==> src/rtl/alloc_selftest_pkg.sv <==
// Shared types and the fixed test script for the allocator self-test.
package alloc_selftest_pkg;

  localparam int NIL       = 0;
  localparam int NUM_STEPS = 8;

  typedef enum logic [1:0] {OP_ALLOC, OP_FREE, OP_READ, OP_WRITE} op_e;

  // One script step; exp_val holds the expected address (alloc) or data (read).
  typedef struct packed {
    op_e         op;
    logic [7:0]  addr;
    logic [15:0] data;
    logic [15:0] exp_val;
  } scr_t;

  typedef enum logic [2:0] {S_IDLE, S_ISSUE, S_WAIT, S_CHECK, S_DONE, S_FAIL} seq_state_e;
  typedef enum logic [1:0] {A_IDLE, A_READ, A_LINK} alloc_state_e;

  function automatic scr_t script_rom(input logic [2:0] idx);
    scr_t e;
    case (idx)
      3'd0:    e = '{OP_ALLOC, 8'h00, 16'h1234, 16'h0001};
      3'd1:    e = '{OP_ALLOC, 8'h00, 16'h5678, 16'h0002};
      3'd2:    e = '{OP_READ,  8'h01, 16'h0000, 16'h1234};
      3'd3:    e = '{OP_FREE,  8'h01, 16'h0000, 16'h0000};
      3'd4:    e = '{OP_ALLOC, 8'h00, 16'h9ABC, 16'h0001};
      3'd5:    e = '{OP_ALLOC, 8'h00, 16'hDEF0, 16'h0003};
      3'd6:    e = '{OP_READ,  8'h01, 16'h0000, 16'h9ABC};
      default: e = '{OP_READ,  8'h02, 16'h0000, 16'h5678};
    endcase
    return e;
  endfunction

endpackage

==> src/rtl/alloc_selftest_cell_alloc.sv <==
// Cell allocator: bump pointer plus a LIFO free list threaded through the cells.
module cell_alloc
  import alloc_selftest_pkg::*;
#(
  parameter int ADDR_SZ = 8,
  parameter int DATA_SZ = 16
) (
  input  logic               clk,
  input  logic               rst_n,
  input  logic               req_vld,
  input  op_e                req_op,
  input  logic [ADDR_SZ-1:0] req_addr,
  input  logic [DATA_SZ-1:0] req_data,
  output logic               done,
  output logic [ADDR_SZ-1:0] rsp_addr,
  output logic [DATA_SZ-1:0] rsp_data,
  output logic               full
);

  logic [DATA_SZ-1:0] mem [2**ADDR_SZ];
  logic [DATA_SZ-1:0] rdata, pend_data;
  logic [DATA_SZ-1:0] wd;
  logic [ADDR_SZ-1:0] wa, ra;
  logic               we;

  alloc_state_e       st, st_n;
  logic [ADDR_SZ-1:0] next_unused, nu_n, free_head, fh_n, addr_n;
  logic [DATA_SZ-1:0] data_n;
  logic               full_n, done_n;

  // Single-port-style RAM, one cycle read latency, read-old on collision.
  always_ff @(posedge clk) begin
    if (we) mem[wa] <= wd;
    rdata <= mem[ra];
  end

  // Next-state: free-list pops read the link first, then write the new data.
  always_comb begin
    st_n   = st;
    nu_n   = next_unused;
    fh_n   = free_head;
    full_n = full;
    done_n = 1'b0;
    addr_n = rsp_addr;
    data_n = rsp_data;
    we     = 1'b0;
    wa     = req_addr;
    wd     = req_data;
    ra     = req_addr;
    case (st)
      A_IDLE: if (req_vld) begin
        case (req_op)
          OP_ALLOC: begin
            if (free_head != ADDR_SZ'(NIL)) begin
              ra   = free_head;
              st_n = A_LINK;
            end else if (&next_unused) begin
              full_n = 1'b1;
              addr_n = ADDR_SZ'(NIL);
              done_n = 1'b1;
            end else begin
              we     = 1'b1;
              wa     = next_unused;
              addr_n = next_unused;
              nu_n   = next_unused + 1'b1;
              done_n = 1'b1;
            end
          end
          OP_FREE: begin
            if (req_addr != ADDR_SZ'(NIL)) begin
              we   = 1'b1;
              wd   = DATA_SZ'(free_head);
              fh_n = req_addr;
            end
            done_n = 1'b1;
          end
          OP_READ: st_n = A_READ;
          default: begin
            we     = 1'b1;
            done_n = 1'b1;
          end
        endcase
      end
      A_READ: begin
        data_n = rdata;
        done_n = 1'b1;
        st_n   = A_IDLE;
      end
      A_LINK: begin
        we     = 1'b1;
        wa     = free_head;
        wd     = pend_data;
        addr_n = free_head;
        fh_n   = ADDR_SZ'(rdata);
        done_n = 1'b1;
        st_n   = A_IDLE;
      end
      default: st_n = A_IDLE;
    endcase
  end

  // Control/state registers and registered response.
  always_ff @(posedge clk or negedge rst_n) begin
    if (!rst_n) begin
      st          <= A_IDLE;
      next_unused <= ADDR_SZ'(1);
      free_head   <= ADDR_SZ'(NIL);
      full        <= 1'b0;
      done        <= 1'b0;
      rsp_addr    <= '0;
      rsp_data    <= '0;
      pend_data   <= '0;
    end else begin
      st          <= st_n;
      next_unused <= nu_n;
      free_head   <= fh_n;
      full        <= full_n;
      done        <= done_n;
      rsp_addr    <= addr_n;
      rsp_data    <= data_n;
      if (st == A_IDLE && req_vld) pend_data <= req_data;
    end
  end

endmodule

==> src/rtl/alloc_selftest.sv <==
// Scripted sequencer driving one cell allocator and checking its results.
module alloc_selftest
  import alloc_selftest_pkg::*;
#(
  parameter int ADDR_SZ   = 8,
  parameter int DATA_SZ   = 16,
  parameter bit FAULT_INJ = 1'b0  // corrupts step 6 expectation to exercise FAIL
) (
  input  logic        i_clk,
  input  logic        i_rst_n,
  input  logic        i_en,
  output logic        o_running,
  output logic [15:0] o_debug,
  output logic        o_passed,
  output logic        o_error
);

  seq_state_e         st, st_n;
  logic [7:0]         step, step_n, last, last_n, res_byte;
  logic               run_n, pass_n, err_n, got, match, req_vld;
  logic [15:0]        exp_v;
  scr_t               ent;

  logic               a_done, a_full;
  logic [ADDR_SZ-1:0] a_addr;
  logic [DATA_SZ-1:0] a_data;

  assign ent     = script_rom(step[2:0]);
  assign o_debug = {step, last};

  cell_alloc #(.ADDR_SZ(ADDR_SZ), .DATA_SZ(DATA_SZ)) u_alloc (
    .clk      (i_clk),
    .rst_n    (i_rst_n),
    .req_vld  (req_vld),
    .req_op   (ent.op),
    .req_addr (ADDR_SZ'(ent.addr)),
    .req_data (DATA_SZ'(ent.data)),
    .done     (a_done),
    .rsp_addr (a_addr),
    .rsp_data (a_data),
    .full     (a_full)
  );

  // Compare the held allocator result against the current step's expectation.
  always_comb begin
    exp_v = ent.exp_val;
    if (FAULT_INJ && step == 8'd6) exp_v = ~exp_v;
    match    = 1'b1;
    res_byte = last;
    case (ent.op)
      OP_ALLOC: begin
        match    = !a_full && (a_addr == ADDR_SZ'(exp_v));
        res_byte = 8'(a_addr);
      end
      OP_READ: begin
        match    = (a_data == DATA_SZ'(exp_v));
        res_byte = a_data[7:0];
      end
      default: ;
    endcase
  end

  // Sequencer next-state; everything freezes while i_en is low.
  always_comb begin
    st_n    = st;
    step_n  = step;
    last_n  = last;
    run_n   = o_running;
    pass_n  = o_passed;
    err_n   = o_error;
    req_vld = 1'b0;
    if (i_en) begin
      case (st)
        S_IDLE: begin
          st_n  = S_ISSUE;
          run_n = 1'b1;
        end
        S_ISSUE: begin
          req_vld = 1'b1;
          st_n    = S_WAIT;
        end
        S_WAIT: if (got || a_done) st_n = S_CHECK;
        S_CHECK: begin
          last_n = res_byte;
          if (!match) begin
            st_n  = S_FAIL;
            err_n = 1'b1;
            run_n = 1'b0;
          end else if (step == 8'(NUM_STEPS - 1)) begin
            st_n   = S_DONE;
            pass_n = 1'b1;
            run_n  = 1'b0;
          end else begin
            step_n = step + 8'd1;
            st_n   = S_ISSUE;
          end
        end
        default: ;
      endcase
    end
  end

  // Sequencer registers; got remembers a done pulse that arrived while paused.
  always_ff @(posedge i_clk or negedge i_rst_n) begin
    if (!i_rst_n) begin
      st        <= S_IDLE;
      step      <= '0;
      last      <= '0;
      o_running <= 1'b0;
      o_passed  <= 1'b0;
      o_error   <= 1'b0;
      got       <= 1'b0;
    end else begin
      st        <= st_n;
      step      <= step_n;
      last      <= last_n;
      o_running <= run_n;
      o_passed  <= pass_n;
      o_error   <= err_n;
      if (req_vld)     got <= 1'b0;
      else if (a_done) got <= 1'b1;
    end
  end

endmodule

==> config.mk <==
export PLATFORM = sky130hd
export DESIGN_NAME = alloc_selftest
export DESIGN_NICKNAME = d
export VERILOG_FILES = /design/src/rtl/alloc_selftest_pkg.sv /design/src/rtl/alloc_selftest_cell_alloc.sv /design/src/rtl/alloc_selftest.sv
export SDC_FILE = /design/constraint.sdc
export NUM_CORES = 2
export LEC_CHECK = 0
export ABC_CLOCK_PERIOD_IN_PS = 29400
export CAP_MARGIN = 20
export CORE_UTILIZATION = 40
export CTS_CLUSTER_SIZE = 10
export DETAILED_ROUTE_END_ITERATION = 6
export SLEW_MARGIN = 10
export SYNTH_ARGS = -nofsm -noshare
export SYNTH_HDL_FRONTEND = slang
export SYNTH_SLANG_ARGS = --single-unit
==> constraint.sdc <==
create_clock -name i_clk -period 29.4 [get_ports i_clk]
set_clock_uncertainty 0.1 [all_clocks]
set_input_delay 5.88 -clock i_clk [delete_from_list [all_inputs] [get_ports i_clk]]
set_output_delay 5.88 -clock i_clk [all_outputs]
set_load 0.05 [all_outputs]
Word level (Yosys, flattened, before mapping)
Memory sizes are Yosys's and may differ from the RTL's. A register that Yosys moved wholly into a read port is not among the register bits.
Index checks and enable logic that the tools add are counted.

operators by class
  mux-type cells = 52
  add/sub/neg operators = 2
  divide/modulo/power cells = 0
  shift operators = 0
  multipliers = 0
  reduce and logical (&&, ||, !) cells = 28
  equality and inequality tests = 25
  magnitude comparators = 0
  bitwise operators = 4

operators by type and width
  operator                                        number
  one-hot mux 42 bit (7 select lines)             1
  two-way mux 8 bit                               15
  one-hot mux 8 bit (2 select lines)              4
  two-way mux 16 bit                              3
  one-hot mux 16 bit (2 select lines)             1
  adder 8 x 1 -> 8 bit (second input constant)    2
  == test 16 bit                                  1
  AND reduction 4 bit                             4
  nonzero test 8 bit                              2
  AND reduction 3 bit                             5
  two-way mux 1 bit                               14
  == test 3 x 2 -> 1 bit (second input constant)  4
  one-hot mux 3 bit (4 select lines)              1
  AND reduction 12 bit                            1
  one-hot mux 1 bit (2 select lines)              5
  == test 3 bit (second input constant)           3
  two-way mux 3 bit                               3
  == test 8 x 3 -> 1 bit (second input constant)  1
  == test 8 bit                                   1
  inequality test 2 bit (second input constant)   4
  AND reduction 8 bit                             1
  nonzero test 2 bit                              4
  == test 3 x 1 -> 1 bit (second input constant)  2
  logical NOT 3 bit                               2
  16 further kinds                                27

storage, ports and cells
  latch bits = 0
  memories = 1
  bits in read-only memories = 0
  input bits = 3
  flip-flop bits (word level) = 83
  logic and storage cells = 127
  output and inout port bits = 19
  RAM bits = 4096

memory list
  name         words  bits a word  read ports  clocked after Yosys merged registers in  write ports  RTL line                         text
  u_alloc.mem  256    16           1           1                                        1            alloc_selftest_cell_alloc.sv:20  logic [DATA_SZ-1:0] mem [2**ADDR_SZ];

Longest topological paths before layout
  depth in word-level cells = 9
  depth in mapped cells = 19

Modules after synthesis
Synthesis repeated with hierarchy kept, for this count alone.

second synthesis, totals
  cell total of the unflattened synthesis = 11713
  area, all modules = 167380.5 um^2

modules (own cells, without submodules)
  module          area an instance (um^2)  instances  cells an instance
  cell_alloc      165986.7                 1          11569
  alloc_selftest  1393.8                   1          144

Worst setup path before layout
No wires, ideal clock.

  kind = input-to-reg
  from = input i_en
  to = memory u_alloc.mem[0][0] (data pin)
  stages = 4
  setup time = 2.809 ns
  data required time = 26.491 ns
  data arrival time = 19.760 ns
  slack = 6.731 ns
  cell sequence = and3b_1 -> buf_2 -> nand2_1 -> nor4_1

between the ends
  longest elaborated chain between the ends = 3

RTL lines
  element                              RTL line                         text
  from (decl)                          alloc_selftest.sv:11             input logic i_en,
  two-way mux 1 bit                    alloc_selftest.sv:72             if (i_en) begin
  two-way mux 16 bit                   alloc_selftest_cell_alloc.sv:51  A_IDLE: if (req_vld) begin
  one-hot mux 16 bit (2 select lines)  alloc_selftest_cell_alloc.sv:50  case (st)
  net u_alloc.wd[0]                    alloc_selftest_cell_alloc.sv:22  logic [DATA_SZ-1:0] wd;
  to (decl)                            alloc_selftest_cell_alloc.sv:20

The timed path passes the listed nets, and every way through them passes these cells.

Worst setup path after layout
  from = input i_en
  to = register u_alloc.rdata[6] (read register of u_alloc.mem)

between the ends
  longest elaborated chain between the ends = 3

RTL lines
  element            RTL line                         text
  two-way mux 1 bit  alloc_selftest.sv:72
  two-way mux 8 bit  alloc_selftest_cell_alloc.sv:51
  two-way mux 8 bit  alloc_selftest_cell_alloc.sv:50
  to (decl)          alloc_selftest_cell_alloc.sv:21  logic [DATA_SZ-1:0] rdata, pend_data;

No other way between the ends.
A chain may end at the register's enable or synchronous reset.

==> impl_metrics.csv <==
group,metric,value,unit
outcome,outcome,"complete, no violations",
synth,synth_ff_type,"edfxtp_1",
synth,synth.most_common_cell,"edfxtp_1",
setup_path,critical_path.cell_chain,"clkdlybuf4s50_1, and3b_1, a41o_4, buf_4, buf_4, buf_12, buf_4, buf_4, mux2i_1, o22ai_1, or4_1, a2111o_1, a2111oi_2, nand3_1",
setup_path,cp.arrival,13.33,ns
setup_path,reg2reg_slack,20.87,ns
setup_path,critPathKind,"in -> reg",
die,core,0.280,mm^2
finish,instances_no_fill,11845,
setup_path,crit_family,"buffers and inverters",
drt,via_count,69026,
global_routing,first_global_vias,65639,
finish,drive_gt1_share,11.1,%
global_routing,grt_usage,23.4,%
power_and_ir_drop,peakVddDrop,61.9,uV
die,die_area,0.285,mm^2
global_routing,busiest_layer,"met2",
drt,drc,0,
place,routabilityCongestion,0.905,
setup_path,crit_slowest_cell,"buf_4",
synth,yosysTopAreaCellShare,74.8,%
synth,ys_async_sr_fraction,2.32,%
cts,cts_resized,0,
cts,clkTransAtPathRegs,0.05,ns
synth,ys_seq_area_share,76.4,%
finish,fillers,24103,
synth,synth_top_family_by_area,"simple AND/OR/NAND/NOR gates",
drt,firstDrtPassIters,5,
timing,worstMarginPinSlew,1.20,ns
global_routing,antenna_found_initial,9,
synth,synth_compound_area_share,6.66,%
place,io_buffers,21,
die,rows,194,
global_routing,grt_pass1_wl,481000,um
global_routing,gr-usage-met1,32.1,%
cts,postCtsSetupBuffers,0,
cts,cts_buffer_depth,4,
min_path,hp-start,"last[1]",
synth,yosys_warnings,0,
finish,final_area,0.129,mm^2
setup_path,max_stage_delay,0.78,ns
synth,synth_fa_ha_area_share,0.111,%
finish,area_growth,14.0,%
power_and_ir_drop,combPwrFrac,1.3,%
power_and_ir_drop,switching_share,19.6,%
global_routing,gr-total-overflow,0,
setup_path,critPathLaunchType,"primary input",
cts,numClockSinks,2894,
setup_path,critPathBufInv,6,
timing,setup-tns-final,0,ns
place,dp_cells,11351,
synth,synth_edf_count,2816,
die,die_width,534,um
synth,yosysUniqueCellTypes,77,
synth,synth_fp_nets,7715,
setup_path,cp_max_fo,99,
die,ioPinCount,22,
timing,post-route-min-period,12.63,ns
synth,syn_inst,7702,
finish,layout.nets,8043,
die,die_h,534,um
timing,setup_viol,0,
setup_path,crit-reg2reg-launch,"step[1]",
setup_path,r2r-end,"u_alloc.rdata[6]",
setup_path,cp_common_cell,"buf_4",
power_and_ir_drop,p_seq_share,54.5,%
timing,timing.hold.ws,0.376,ns
timing,finalCritPeriodShare,43.0,%
cts,hold_buffers,0,
timing,maxSlewHeadroom,19.4,%
timing,maxSlewViolCount,0,
cts,cts_tree,"built",
cts,root_buffer,"clkbuf_16",
timing,max_freq,0.0792,GHz
cts,cts-buffers-inserted,344,
cts,clk-insertion-delay-late,0.94,ns
setup_path,end_kind,"register",
min_path,whs_path_depth,2,
min_path,min_path_type,"reg -> reg",
min_path,hold_path_end,"last[1]",
setup_path,required,30.10,ns
synth,netlist_top_cells_count,"edfxtp_1, nand2_1, a21oi_1",
synth,synth-xor-area-share,0.132,%
drt,drt_iter0_drc,8765,
job,drv_cap,0,
synth,syn_avg_cell_area,14.7,um^2
power_and_ir_drop,clockPowerShare,44.2,%
synth,syn_area,0.113,mm^2
synth,synthMuxAreaShare,6.16,%
cts,cts-htree-levels,5,
drt,antenna_left,0,
place,dp_hpwl,203000,um
power_and_ir_drop,p_leak,0.0433,uW
finish,regArea,0.0865,mm^2
timing,hold_viol,0,
global_routing,grt_use_met3,4.69,%
timing,rsz0062_at_grt,"false",
synth,synthSimpleGateAreaFrac,8.59,%
global_routing,grt_max_degree,185,
drt,vias_per_cell,5.83,
global_routing,met2_usage,35.6,%
synth,synthTopCellsByArea,"edfxtp_1, nand2_1, mux2i_1",
power_and_ir_drop,p_per_area,64.0,mW/mm^2
power_and_ir_drop,internal_power,6640,uW
synth,ys_ff_latch,2894,
finish,multiInputGateArea,0.0249,mm^2
power_and_ir_drop,power_switching,1620,uW
place,post_dp_cell_area,0.119,mm^2
drt,drt-total-wl,339000,um
synth,synth_top_area_cell,"edfxtp_1",
drt,routedWlPerCell,28.6,um
setup_path,r2r.worst_path.cells,16,
die,start_util,40.3,%
==> sequential cells by signal, indices dropped and copies added, names as in the netlist <==
| register | count |
|---|---|
| u_alloc.mem | 2816 |
| u_alloc.rdata | 11 |
| u_alloc.rsp_data | 11 |
| last | 8 |
| step | 8 |
| u_alloc.free_head | 8 |
| u_alloc.next_unused | 8 |
| u_alloc.rsp_addr | 8 |
| u_alloc.pend_data | 5 |
| st | 3 |
| u_alloc.st | 2 |
| got | 1 |
| o_error | 1 |
| o_passed | 1 |
| o_running | 1 |
| u_alloc.done | 1 |
| u_alloc.full | 1 |
==> power by group through the flow <==
stage,sequential (uW),combinational (uW),clock (uW)
after floorplan,4590,48.2,0
after global placement,4580,106,0
after detailed placement,4580,108,0
after CTS,4500,108,3690
after global routing,4500,114,3840
final,4500,109,3650
==> cell families after synthesis <==
logic type | Yosys count
compound gates | 1345
xor+xnor | 17
fa+ha+maj | 10
buf+inv | 468
flops | 2894
mux | 651
simple gates | 2317
==> worst min-delay path, stage by stage, from the launching register on <==
cell	delay, ns
dfrtp_1	0.33
nand2_1	0.05
o21ai_0	0.06
==> stage by stage <==
stage / worst slack [ns] / total power, uW / utilization [%]
after detailed placement: 15.98 / 4690 / 42.5
after CTS: 16.91 / 8300 / 45.8
after global routing: 16.59 / 8450 / 46.0
after global placement: 16.15 / 4690 / 42.2
after floorplan: 6.73 / 4640 / -
final: 16.77 / 8260 / 46.0
==> placed cells by master, fill, tap and decap left out, drive strengths merged, types with 13 or more instances in the layout <==
| cell type | instances |
|---|---|
| a21oi | 827 |
| buf | 413 |
| clkbuf | 411 |
| clkdlybuf4s50 | 20 |
| dfrtp | 66 |
| edfxtp | 2816 |
| inv | 21 |
| mux2 | 13 |
| mux2i | 603 |
| mux4 | 35 |
| nand2 | 1621 |
| nand3 | 30 |
| nand4 | 24 |
| nor2 | 326 |
| nor3 | 27 |
| nor4 | 156 |
| o21ai | 96 |
| o221ai | 20 |
| o22ai | 306 |
| o31ai | 13 |
| or4 | 77 |
| xnor2 | 13 |
==> area by class of cell <==
| class | instances | area share (%) |
|---|---|---|
| timing repair buffer | 433 | 2.85 |
| antenna | 11 | 0.0213 |
| clock inverter | 15 | 0.0883 |
| inverter | 17 | 0.0553 |
| multi-input combinational | 4340 | 19.3 |
| tap | 3724 | 3.61 |
| clock buffer | 411 | 7.01 |
| sequential | 2894 | 67.1 |
==> worst max path at each step <==
stage,cells past startpoint,start,endpoint
after floorplan,4,i_en,u_alloc.mem[0][0]
after global placement,14,i_en,u_alloc.rdata[6]
final,14,i_en,u_alloc.rdata[6]
after CTS,14,i_en,u_alloc.rdata[6]
after global routing,14,i_en,u_alloc.rdata[6]
after detailed placement,14,i_en,u_alloc.rdata[6]
==> layer usage <==
| metal | vias up | wire [um] |
|---|---|---|
| li1 | 29588 | - |
| met1 | 35216 | 136000 |
| met2 | 3536 | 153000 |
| met3 | 682 | 32600 |
| met4 | 4 | 17300 |
| met5 | - | 26 |
No activity file was read; power rests on OpenSTA's default activity.
